**config.mk**
```make
export PLATFORM = sky130hd
export DESIGN_NAME = draw_scheduler
export DESIGN_NICKNAME = d
export VERILOG_FILES = /design/src/rtl/draw_sched_pkg.sv /design/src/rtl/draw_scheduler_rr_arbiter.sv /design/src/rtl/draw_scheduler.sv
export SDC_FILE = /design/constraint.sdc
export NUM_CORES = 1
export LEC_CHECK = 0
export ABC_AREA = 1
export CORE_UTILIZATION = 45
export CTS_CLUSTER_SIZE = 24
export DETAILED_ROUTE_END_ITERATION = 7
export PLACE_DENSITY = 0.69
export SETUP_SLACK_MARGIN = 0.1
export SKIP_CTS_REPAIR_TIMING = 1
export SLEW_MARGIN = 20
export SYNTH_ARGS = -nofsm -noshare
export SYNTH_HDL_FRONTEND = slang
export SYNTH_SLANG_ARGS = --single-unit
```
**constraint.sdc**
```tcl
create_clock -name clock -period 5.82 [get_ports clock]
set_input_delay 1.746 -clock clock [delete_from_list [all_inputs] [get_ports clock]]
set_output_delay 1.746 -clock clock [all_outputs]
set_load 0.1 [all_outputs]
```
**src/rtl/draw_sched_pkg.sv**
```systemverilog
// Shared types and defaults for the sprite draw scheduler.
package draw_sched_pkg;

  // Scheduler FSM states
  typedef enum logic [2:0] {
    IDLE  = 3'd0,
    LOAD  = 3'd1,
    DRAW  = 3'd2,
    ERASE = 3'd3,
    DONE  = 3'd4
  } state_e;

  localparam int DEF_COLOUR_W   = 3;
  localparam int SPRITE_PIXELS  = 16;
  localparam int DEF_FRAME_DIV  = 833334;
  localparam int DEF_WDOG_LIMIT = 2 * SPRITE_PIXELS;

endpackage

```
**src/rtl/draw_scheduler_rr_arbiter.sv**
```systemverilog
// Combinational round-robin picker: first set request at or above the
// pointer, wrapping modulo NUM_REQ.
module rr_arbiter #(
  parameter  int NUM_REQ = 4,
  localparam int PW      = (NUM_REQ > 1) ? $clog2(NUM_REQ) : 1
) (
  input  logic [NUM_REQ-1:0] req_i,
  input  logic [PW-1:0]      ptr_i,
  output logic [NUM_REQ-1:0] pick_o,
  output logic [PW-1:0]      idx_o,
  output logic               any_req_o
);

  logic [PW:0]   sum;
  logic [PW-1:0] cand;

  // Walk the request vector starting at the pointer; the first hit wins
  always_comb begin
    pick_o    = '0;
    idx_o     = '0;
    any_req_o = 1'b0;
    sum       = '0;
    cand      = '0;
    for (int k = 0; k < NUM_REQ; k++) begin
      sum = {1'b0, ptr_i} + (PW+1)'(k);
      if (sum >= (PW+1)'(NUM_REQ)) begin
        sum = sum - (PW+1)'(NUM_REQ);
      end
      cand = sum[PW-1:0];
      if (!any_req_o && req_i[cand]) begin
        pick_o[cand] = 1'b1;
        idx_o        = cand;
        any_req_o    = 1'b1;
      end
    end
  end

endmodule

```
**src/rtl/draw_scheduler.sv**
```systemverilog
// Round-robin sequencer sharing one 4x4 sprite draw datapath between
// NUM_REQ clients, plus the free-running frame-rate strobe.
// Optional build macro: DRAW_SCHED_WATCHDOG_EN (aborts a stuck draw/erase).
//
// state | meaning
// IDLE  | no service; arbitrate pending requests
// LOAD  | grant shown, colour load strobe to datapath
// DRAW  | draw_enable high until draw_complete
// ERASE | erase_enable high until draw_complete
// DONE  | done pulse to serviced client, advance RR pointer
module draw_scheduler
  import draw_sched_pkg::*;
#(
  parameter  int NUM_REQ    = 4,
  parameter  int COLOUR_W   = DEF_COLOUR_W,
  parameter  int FRAME_DIV  = DEF_FRAME_DIV,
  parameter  int WDOG_LIMIT = DEF_WDOG_LIMIT,
  localparam int PW         = (NUM_REQ > 1) ? $clog2(NUM_REQ) : 1
) (
  input  logic                         clock,
  input  logic                         reset,
  input  logic [NUM_REQ-1:0]           req,
  input  logic [NUM_REQ-1:0]           req_erase,
  input  logic [NUM_REQ*COLOUR_W-1:0]  req_colour,
  input  logic                         draw_complete,
  output logic [NUM_REQ-1:0]           grant,
  output logic [NUM_REQ-1:0]           done,
  output logic [COLOUR_W-1:0]          colour_in,
  output logic                         ld_colour,
  output logic                         draw_enable,
  output logic                         erase_enable,
  output logic                         busy,
  output logic                         frame_tick,
  output logic                         wdog_err
);

  localparam int            FW         = (FRAME_DIV > 1) ? $clog2(FRAME_DIV) : 1;
  localparam logic [FW-1:0] FRAME_LAST = FW'(FRAME_DIV - 1);

  state_e              state_q, state_d;
  logic [PW-1:0]       idx_q, idx_d;
  logic [PW-1:0]       ptr_q, ptr_d;
  logic [COLOUR_W-1:0] colour_q, colour_d;
  logic                erase_op_q, erase_op_d;
  logic [FW-1:0]       frame_q;

  logic [NUM_REQ-1:0]  arb_pick;
  logic [PW-1:0]       arb_idx;
  logic                arb_any;
  logic [COLOUR_W-1:0] sel_colour;
  logic                sel_erase;
  logic                wdog_expired;

  rr_arbiter #(.NUM_REQ(NUM_REQ)) u_arb (
    .req_i     (req),
    .ptr_i     (ptr_q),
    .pick_o    (arb_pick),
    .idx_o     (arb_idx),
    .any_req_o (arb_any)
  );

  // Colour and op of the client the arbiter is currently picking
  always_comb begin
    sel_colour = '0;
    sel_erase  = 1'b0;
    for (int i = 0; i < NUM_REQ; i++) begin
      if (arb_pick[i]) begin
        sel_colour = req_colour[i*COLOUR_W +: COLOUR_W];
        sel_erase  = req_erase[i];
      end
    end
  end

  // State, latched request and RR pointer registers
  always_ff @(posedge clock) begin
    if (reset) begin
      state_q    <= IDLE;
      idx_q      <= '0;
      ptr_q      <= '0;
      colour_q   <= '0;
      erase_op_q <= 1'b0;
    end else begin
      state_q    <= state_d;
      idx_q      <= idx_d;
      ptr_q      <= ptr_d;
      colour_q   <= colour_d;
      erase_op_q <= erase_op_d;
    end
  end

  // Next-state logic and datapath control decode
  always_comb begin
    state_d      = state_q;
    idx_d        = idx_q;
    ptr_d        = ptr_q;
    colour_d     = colour_q;
    erase_op_d   = erase_op_q;
    grant        = '0;
    done         = '0;
    ld_colour    = 1'b0;
    draw_enable  = 1'b0;
    erase_enable = 1'b0;
    busy         = 1'b1;
    case (state_q)
      IDLE: begin
        busy = 1'b0;
        if (arb_any) begin
          idx_d      = arb_idx;
          colour_d   = sel_colour;
          erase_op_d = sel_erase;
          state_d    = LOAD;
        end
      end
      LOAD: begin
        grant[idx_q] = 1'b1;
        ld_colour    = 1'b1;
        state_d      = erase_op_q ? ERASE : DRAW;
      end
      DRAW: begin
        grant[idx_q] = 1'b1;
        draw_enable  = 1'b1;
        if (draw_complete || wdog_expired) state_d = DONE;
      end
      ERASE: begin
        grant[idx_q] = 1'b1;
        erase_enable = 1'b1;
        if (draw_complete || wdog_expired) state_d = DONE;
      end
      DONE: begin
        grant[idx_q] = 1'b1;
        done[idx_q]  = 1'b1;
        ptr_d        = (idx_q == PW'(NUM_REQ - 1)) ? '0 : idx_q + 1'b1;
        state_d      = IDLE;
      end
      default: state_d = IDLE;
    endcase
  end

  assign colour_in = colour_q;

  // Free-running frame divider, independent of the FSM
  always_ff @(posedge clock) begin
    if (reset) begin
      frame_q <= '0;
    end else if (frame_q == FRAME_LAST) begin
      frame_q <= '0;
    end else begin
      frame_q <= frame_q + 1'b1;
    end
  end

  assign frame_tick = (frame_q == FRAME_LAST);

`ifdef DRAW_SCHED_WATCHDOG_EN
  localparam int WW = (WDOG_LIMIT > 1) ? $clog2(WDOG_LIMIT) : 1;

  logic [WW-1:0] wdog_q;
  logic          wdog_err_q;
  logic          in_op;

  assign in_op        = (state_q == DRAW) || (state_q == ERASE);
  assign wdog_expired = (wdog_q == '0);
  assign wdog_err     = wdog_err_q;

  // Down-counter armed in LOAD; reaching zero in DRAW/ERASE forces DONE
  always_ff @(posedge clock) begin
    if (reset) begin
      wdog_q     <= '0;
      wdog_err_q <= 1'b0;
    end else begin
      if (state_q == LOAD) begin
        wdog_q <= WW'(WDOG_LIMIT - 1);
      end else if (in_op && !wdog_expired) begin
        wdog_q <= wdog_q - 1'b1;
      end
      if (in_op && wdog_expired && !draw_complete) begin
        wdog_err_q <= 1'b1;
      end
    end
  end
`else
  logic unused_wdog_limit;

  assign unused_wdog_limit = (WDOG_LIMIT != 0);
  assign wdog_expired      = 1'b0;
  assign wdog_err          = 1'b0;
`endif

endmodule

```
==> summary.txt, run 1 <==
Run status
  • Status: finished clean

CTS
  • CTS tree: yes
  • Root buffer cell: clkbuf_8
  • CTS Sinks: 31
  • Num CTS Buffers: 5
  • H-tree levels: 2
  • Clock tree buffer depth: 2
  • CTS clk-pin slew, worst paths: 0.07 ns
  • Worst-Skew Late Latency: 0.28 ns

Floorplanning
  • FP Rows: 24
  • Die Span Y: 69.5 um
  • Core Box Area: 0.00435 mm2
  • Die footprint: 0.00483 mm2
  • Effective utilization at floorplan: 47.1%
  • Die width: 69.5 um
  • I/O pin count: 40

Placed design
  • Gp weighted congestion: 0.899
  • Buffers on Ports: 38
  • Dpl hpwl: 3440 um
  • Placement Cell Area: 0.00248 mm2

Detailed routing
  • DR WL/cell: 11.6 um
  • DRC marker count from the first detailed-route iteration: 78
  • DRC viols: 0
  • Number of detailed-route iterations in the first pass: 4
  • Via density: 5.02
  • Routed wire length: 4560 um
  • Antenna-violating nets left: 0
  • DR vias: 1,974

Synthesis
  • Cell Area, Synth: 0.00205 mm2
  • Post-synth net total: 334
  • Post-synthesis async set-or-reset flop share: 0%
  • Synth area leaders: dfxtp_1, nand2_1, ha_1, inv_1, a21oi_1
  • Synth unique cells: 39
  • Mapped Cells: 298
  • Sequential area share after synthesis: 30.2%
  • Yosys top cell by area: dfxtp_1
  • Synth top cells by count: nand2_1, inv_1, nor2_1
  • Top-count cell post-synth: nand2_1
  • Synth Register Bits: 31
  • Synthesis Warnings: 0
  • Post-synth top area share: 30.2%
  • Syn Area/Cell: 6.89 um2
  • Synth Flop Type: dfxtp_1
  • Number of synthesized flops with an enable pin: 0

STA
  • Hold Vio Cnt, Final: 0
  • Slew margin rel.: 34.7%
  • Clock Skews: 0.00613 ns
  • Fmax: 242 MHz
  • Finish-stage setup viols: 0
  • Slew Viols, Final: 0
  • Tightest hold margin: 0.467 ns
  • Unrepaired setup endpoints after global routing: no
  • Part of the cycle the worst path needs: 71.0%
  • Worst Tran Pin Value: 0.976 ns
  • Setup TNS: 0 ns
  • Tmin final: 4.13 ns

Critical path
  • Critical path endpoint category: primary output
  • Reg2reg setup slack: 3.45 ns
  • WS Path Type: reg2out
  • CP cell instances: inv_1 > nor4_1 > nand4_1 > nor2_1 > clkdlybuf4s50_1
  • Top delay family on crit path: buffers and inverters
  • Startpoint Class: register
  • WP data arrival: 2.39 ns
  • Crit path max fanout: 6
  • Slowest CP cell: clkdlybuf4s50_1
  • CP max stage delay: 1.15 ns
  • Critical Path RT: 4.07 ns
  • CP Buf/Inv Count: 2

Global route
  • Largest net degree at the start of global routing: 14
  • Grt total ovfl: 0
  • Initial antenna violation count: 0
  • First-pass GRT wire length: 8000 um
  • Vias in the first global route: 1,905
  • GRT Total Usage: 20.2%

Power and ir drop
  • VDD IR max: 0.000283 V
  • PwrDens: 394 mW/mm2
  • Leak Pwr: 1.06 nW

Layout
  • Ant. Diodes: 0
  • Layout cells sized above 1: 11.4%
  • Layout area overhead: 24.9%
  • Design Area, Final: 0.00256 mm2
  • Utilization after layout: 58.9%
  • Nets: 376

Job
  • Max-cap viol count: 0

Worst hold path
  • Min-Delay Path Class: reg2reg
[worst reg2reg max path: stages (launching register included)]
cell and delay [ns]:
dfxtp_1 0.55, inv_2 0.19, ha_1 0.40, inv_1 0.10, nand2_1 0.07, nand2_1 0.08
nor2_4 0.16, nand2_1 0.07, nor2_1 0.19, inv_2 0.07, nand2_4 0.11, inv_2 0.08
o21ai_1 0.13, a21oi_1 0.06
[where the power goes]
part,switching [W],internal (W)
sequential,0.0000245,0.000240
clock,0.0000796,0.0000816
combinational,0.000427,0.000156
total,0.000531,0.000478
[layer usage]
metal	vias up	global-route usage, %	share of wire (%)
met5	-	0	0
met4	0	6.12	1.5
met3	7	5.81	5.7
met2	42	33.9	44
met1	863	25.0	49
li1	1062	-	-
[final cells by class]
type | instances | area (um2)
fill | 435 | 1790
clock buffer | 5 | 68.8
timing repair buffer | 38 | 380
inverter | 47 | 176
tap | 52 | 65.1
sequential | 31 | 621
clock inverter | 3 | 15.0
multi-input combinational | 217 | 1240
[logic make-up after synthesis]
kind of cell | Yosys count | share of synthesized area (%)
adder cells (fa/ha/maj) | 13 | 7.93
other | 1 | 0.183
XOR/XNOR | 3 | 1.28
flip-flops | 31 | 30.2
AO/OA/AOI/OAI | 54 | 15.2
buffers and inverters | 50 | 9.76
AND/OR/NAND/NOR | 146 | 35.4
[final timing paths]
path                                        startpoint                    end  depth (start not counted)
worst min register to register   frame_q[0]$_SDFF_PP0_  frame_q[0]$_SDFF_PP0_                          1
worst max-delay path            frame_q[10]$_SDFF_PP0_             frame_tick                          5
worst max register to register   ptr_q[0]$_SDFFE_PP0P_  idx_q[0]$_SDFFE_PP0P_                         13
worst min-delay path             frame_q[0]$_SDFF_PP0_  frame_q[0]$_SDFF_PP0_                          1
[stage by stage]
stage	total power, W	setup slack [ns]	std cells
2_1_floorplan	0.000729	0.856	298
3_3_place_gp	0.000848	2.02	385
3_5_place_dp	0.000853	1.98	385
4_1_cts	0.00102	1.67	393
5_1_grt	0.00108	1.51	393
6_report	0.00101	1.69	393
[state kept, by name (all words and copies together) (netlist names)]
signal and flops:
frame_q 20, colour_in 3, state_q 3, idx_q 2, ptr_q 2, erase_op_q 1
[layout by cell type, fill, tap and decap left out, drive strengths merged, types with 2 or more instances in the layout]
| cell | count |
|---|---|
| inv | 47 |
| a21boi | 3 |
| clkdlybuf4s50 | 38 |
| a21oi | 31 |
| nor3 | 10 |
| nand3 | 20 |
| nand2 | 56 |
| clkbuf | 5 |
| xor2 | 2 |
| nor2 | 41 |
| clkinv | 3 |
| nor3b | 2 |
| a211oi | 3 |
| nand4 | 11 |
| ha | 13 |
| dfxtp | 31 |
| or2 | 2 |
| o21ai | 13 |
Note: power is estimated with default switching activity, not from simulation.
==> run 2, diff against run 1 <==
--- a/config.mk
+++ b/config.mk
@@ -9,7 +9,7 @@
 export CORE_UTILIZATION = 45
 export CTS_CLUSTER_SIZE = 24
 export DETAILED_ROUTE_END_ITERATION = 7
-export PLACE_DENSITY = 0.69
+export PLACE_DENSITY = 0.72
 export SETUP_SLACK_MARGIN = 0.1
 export SKIP_CTS_REPAIR_TIMING = 1
 export SLEW_MARGIN = 20
==> constraint.sdc (replaced) <==
create_clock -name clock -period 3.36 [get_ports clock]
set_input_delay 1.008 -clock clock [delete_from_list [all_inputs] [get_ports clock]]
set_output_delay 1.008 -clock clock [all_outputs]
set_load 0.1 [all_outputs]
==> run 2 against run 1 <==
  * Setup slack got worse by 0.98 ns
  * Combinational power rose by 73%
  * First-iteration DRC count rose by 60%
  * Sequential share of layout area rose by 0.12 points
  * Critical endpoint unchanged
  * Cell count did not move
  * Total power rose by 74%
==> summary.txt, run 2 (synthesis results as in run 1) <==
Detailed routing
  • Via density: 5.06 (+0.71%)
  • Routed wire length: 4500 um (-1.1%)
  • DRC viols: 0 (unchanged)
  • Number of detailed-route iterations in the first pass: 4 (unchanged)
  • Antenna-violating nets left: 0 (unchanged)
  • DR vias: 1,988 (+0.71%)
  • DRC marker count from the first detailed-route iteration: 125 (+60%)
  • DR WL/cell: 11.5 um (-1.1%)

Global route
  • Initial antenna violation count: 0 (unchanged)
  • Grt total ovfl: 0 (unchanged)
  • Vias in the first global route: 1,830 (-3.9%)
  • First-pass GRT wire length: 8090 um (+1.1%)
  • GRT Total Usage: 20.2% (about the same)
  • Largest net degree at the start of global routing: 14 (unchanged)

Floorplanning
  • I/O pin count: 40 (unchanged)
  • FP Rows: 24 (unchanged)
  • Effective utilization at floorplan: 47.1% (unchanged)
  • Core Box Area: 0.00435 mm2 (unchanged)
  • Die width: 69.5 um (unchanged)
  • Die footprint: 0.00483 mm2 (unchanged)
  • Die Span Y: 69.5 um (unchanged)

Critical path
  • Top delay family on crit path: simple AND/OR/NAND/NOR gates
  • Slowest CP cell: dfxtp_1
  • CP cell instances: inv_1 > nor4_1 > nand4_1 > nor2_1 > buf_4
  • Critical path endpoint category: primary output
  • WS Path Type: reg2out
  • WP data arrival: 1.65 ns (-0.74 ns)
  • Startpoint Class: register
  • CP Buf/Inv Count: 2 (unchanged)
  • Crit path max fanout: 6 (unchanged)
  • CP max stage delay: 0.41 ns (-0.74 ns)
  • Critical Path RT: 2.35 ns (-1.72 ns)

CTS
  • CTS Sinks: 31 (unchanged)
  • H-tree levels: 2 (unchanged)
  • CTS clk-pin slew, worst paths: 0.06 ns (about the same)
  • Root buffer cell: clkbuf_8
  • Num CTS Buffers: 5 (unchanged)
  • Worst-Skew Late Latency: 0.28 ns (about the same)
  • CTS tree: yes
  • Clock tree buffer depth: 2 (unchanged)

Placed design
  • Placement Setup Slack: 0.527 ns (-1.46 ns)
  • Buffers on Ports: 38 (unchanged)
  • Dpl hpwl: 3540 um (+2.9%)
  • DP Cell Count: 386 (+0.26%)
  • Gp weighted congestion: 0.851 (-5.3%)

Job
  • Max-cap viol count: 0 (unchanged)

STA
  • Setup TNS: 0 ns (unchanged)
  • Worst Tran Pin Value: 0.644 ns (-0.332 ns)
  • Part of the cycle the worst path needs: 79.1%
  • Tmin final: 2.66 ns
  • Slew margin rel.: 56.7% (+22 points)
  • Slew Viols, Final: 0 (unchanged)
  • Clock Skews: 0.00752 ns (+0.00138 ns)
  • Fmax: 376 MHz
  • Hold Vio Cnt, Final: 0 (unchanged)
  • Setup ws final: 0.703 ns (-0.984 ns)
  • Unrepaired setup endpoints after global routing: no
  • Finish-stage setup viols: 0 (unchanged)

Power and ir drop
  • Power Total: 0.00176 W (+74%)
  • VDD IR max: 0.000396 V (+40%)
  • PwrDens: 690 mW/mm2 (+75%)
  • Leak Pwr: 1.09 nW (+2.9%)

Layout
  • Most frequent cells in the layout: nand2_1, inv_1, nor2_1
  • Utilization after layout: 58.6% (-0.29 points)
  • Number of flip-flops in the largest register: 20 (unchanged)
  • Largest Register: frame_q
  • Layout cells sized above 1: 17.3% (+5.9 points)
  • Nets: 377 (+0.27%)
  • Commonest non-fill, non-tap cell in the layout: nand2_1
  • Ant. Diodes: 0 (unchanged)
  • Non-filler cells, final: 393 (unchanged)
  • Layout area overhead: 24.3%

Run status
  • Status: finished clean

Worst hold path
  • Min-Delay Path Class: reg2reg
## run 2: through the flow
step / cell area [um2] / hold WS [ns]
finish: 2550 / 0.468
global route: 2550 / 0.492
CTS: 2550 / 0.472
detailed placement: 2460 / 0.462
global placement: 2460 / 0.449
floorplan: 2070 / 0.433
## run 2: area by class of cell
type	instances	area, um2
clock inverter	1	5.00
fill	412	1800
multi-input combinational	217	1250
timing repair buffer	39	348
tap	52	65.1
clock buffer	6	82.6
sequential	31	621
inverter	47	176
## run 2: power breakdown
part | leakage (nW) | switching, W | internal [W] | total (W)
Sequential | 0.252 | 0.0000446 | 0.000416 | 0.000461
Combinational | 0.788 | 0.000748 | 0.000258 | 0.00101
Clock | 0.0470 | 0.000132 | 0.000160 | 0.000293
Total | 1.09 | 0.000925 | 0.000834 | 0.00176
## run 2: path summary, 6_finish.rpt
check | start | endpoint | slack, ns | cells past startpoint
setup reg to reg | ptr_q[0]$_SDFFE_PP0P_ | idx_q[0]$_SDFFE_PP0P_ | 0.95 | 13
setup / recovery | frame_q[10]$_SDFF_PP0_ | frame_tick | 0.70 | 5
hold / removal | frame_q[19]$_SDFF_PP0_ | frame_q[19]$_SDFF_PP0_ | 0.47 | 2
hold reg to reg | frame_q[19]$_SDFF_PP0_ | frame_q[19]$_SDFF_PP0_ | 0.47 | 2
## run 2: worst min-delay path, delay by kind of cell (launching register included)
kind                   cells  cell delay, ns
buffers and inverters      1            0.07
flip-flops                 1            0.30
AO/OA/AOI/OAI              1            0.06
## run 2: layer usage
layer	vias to the layer above	share of wire, %	track usage [%]
li1	1056	-	-
met5	-	0	0
met4	0	0.67	4.76
met3	4	4.9	4.65
met1	886	49	27.2
met2	42	45	32.9
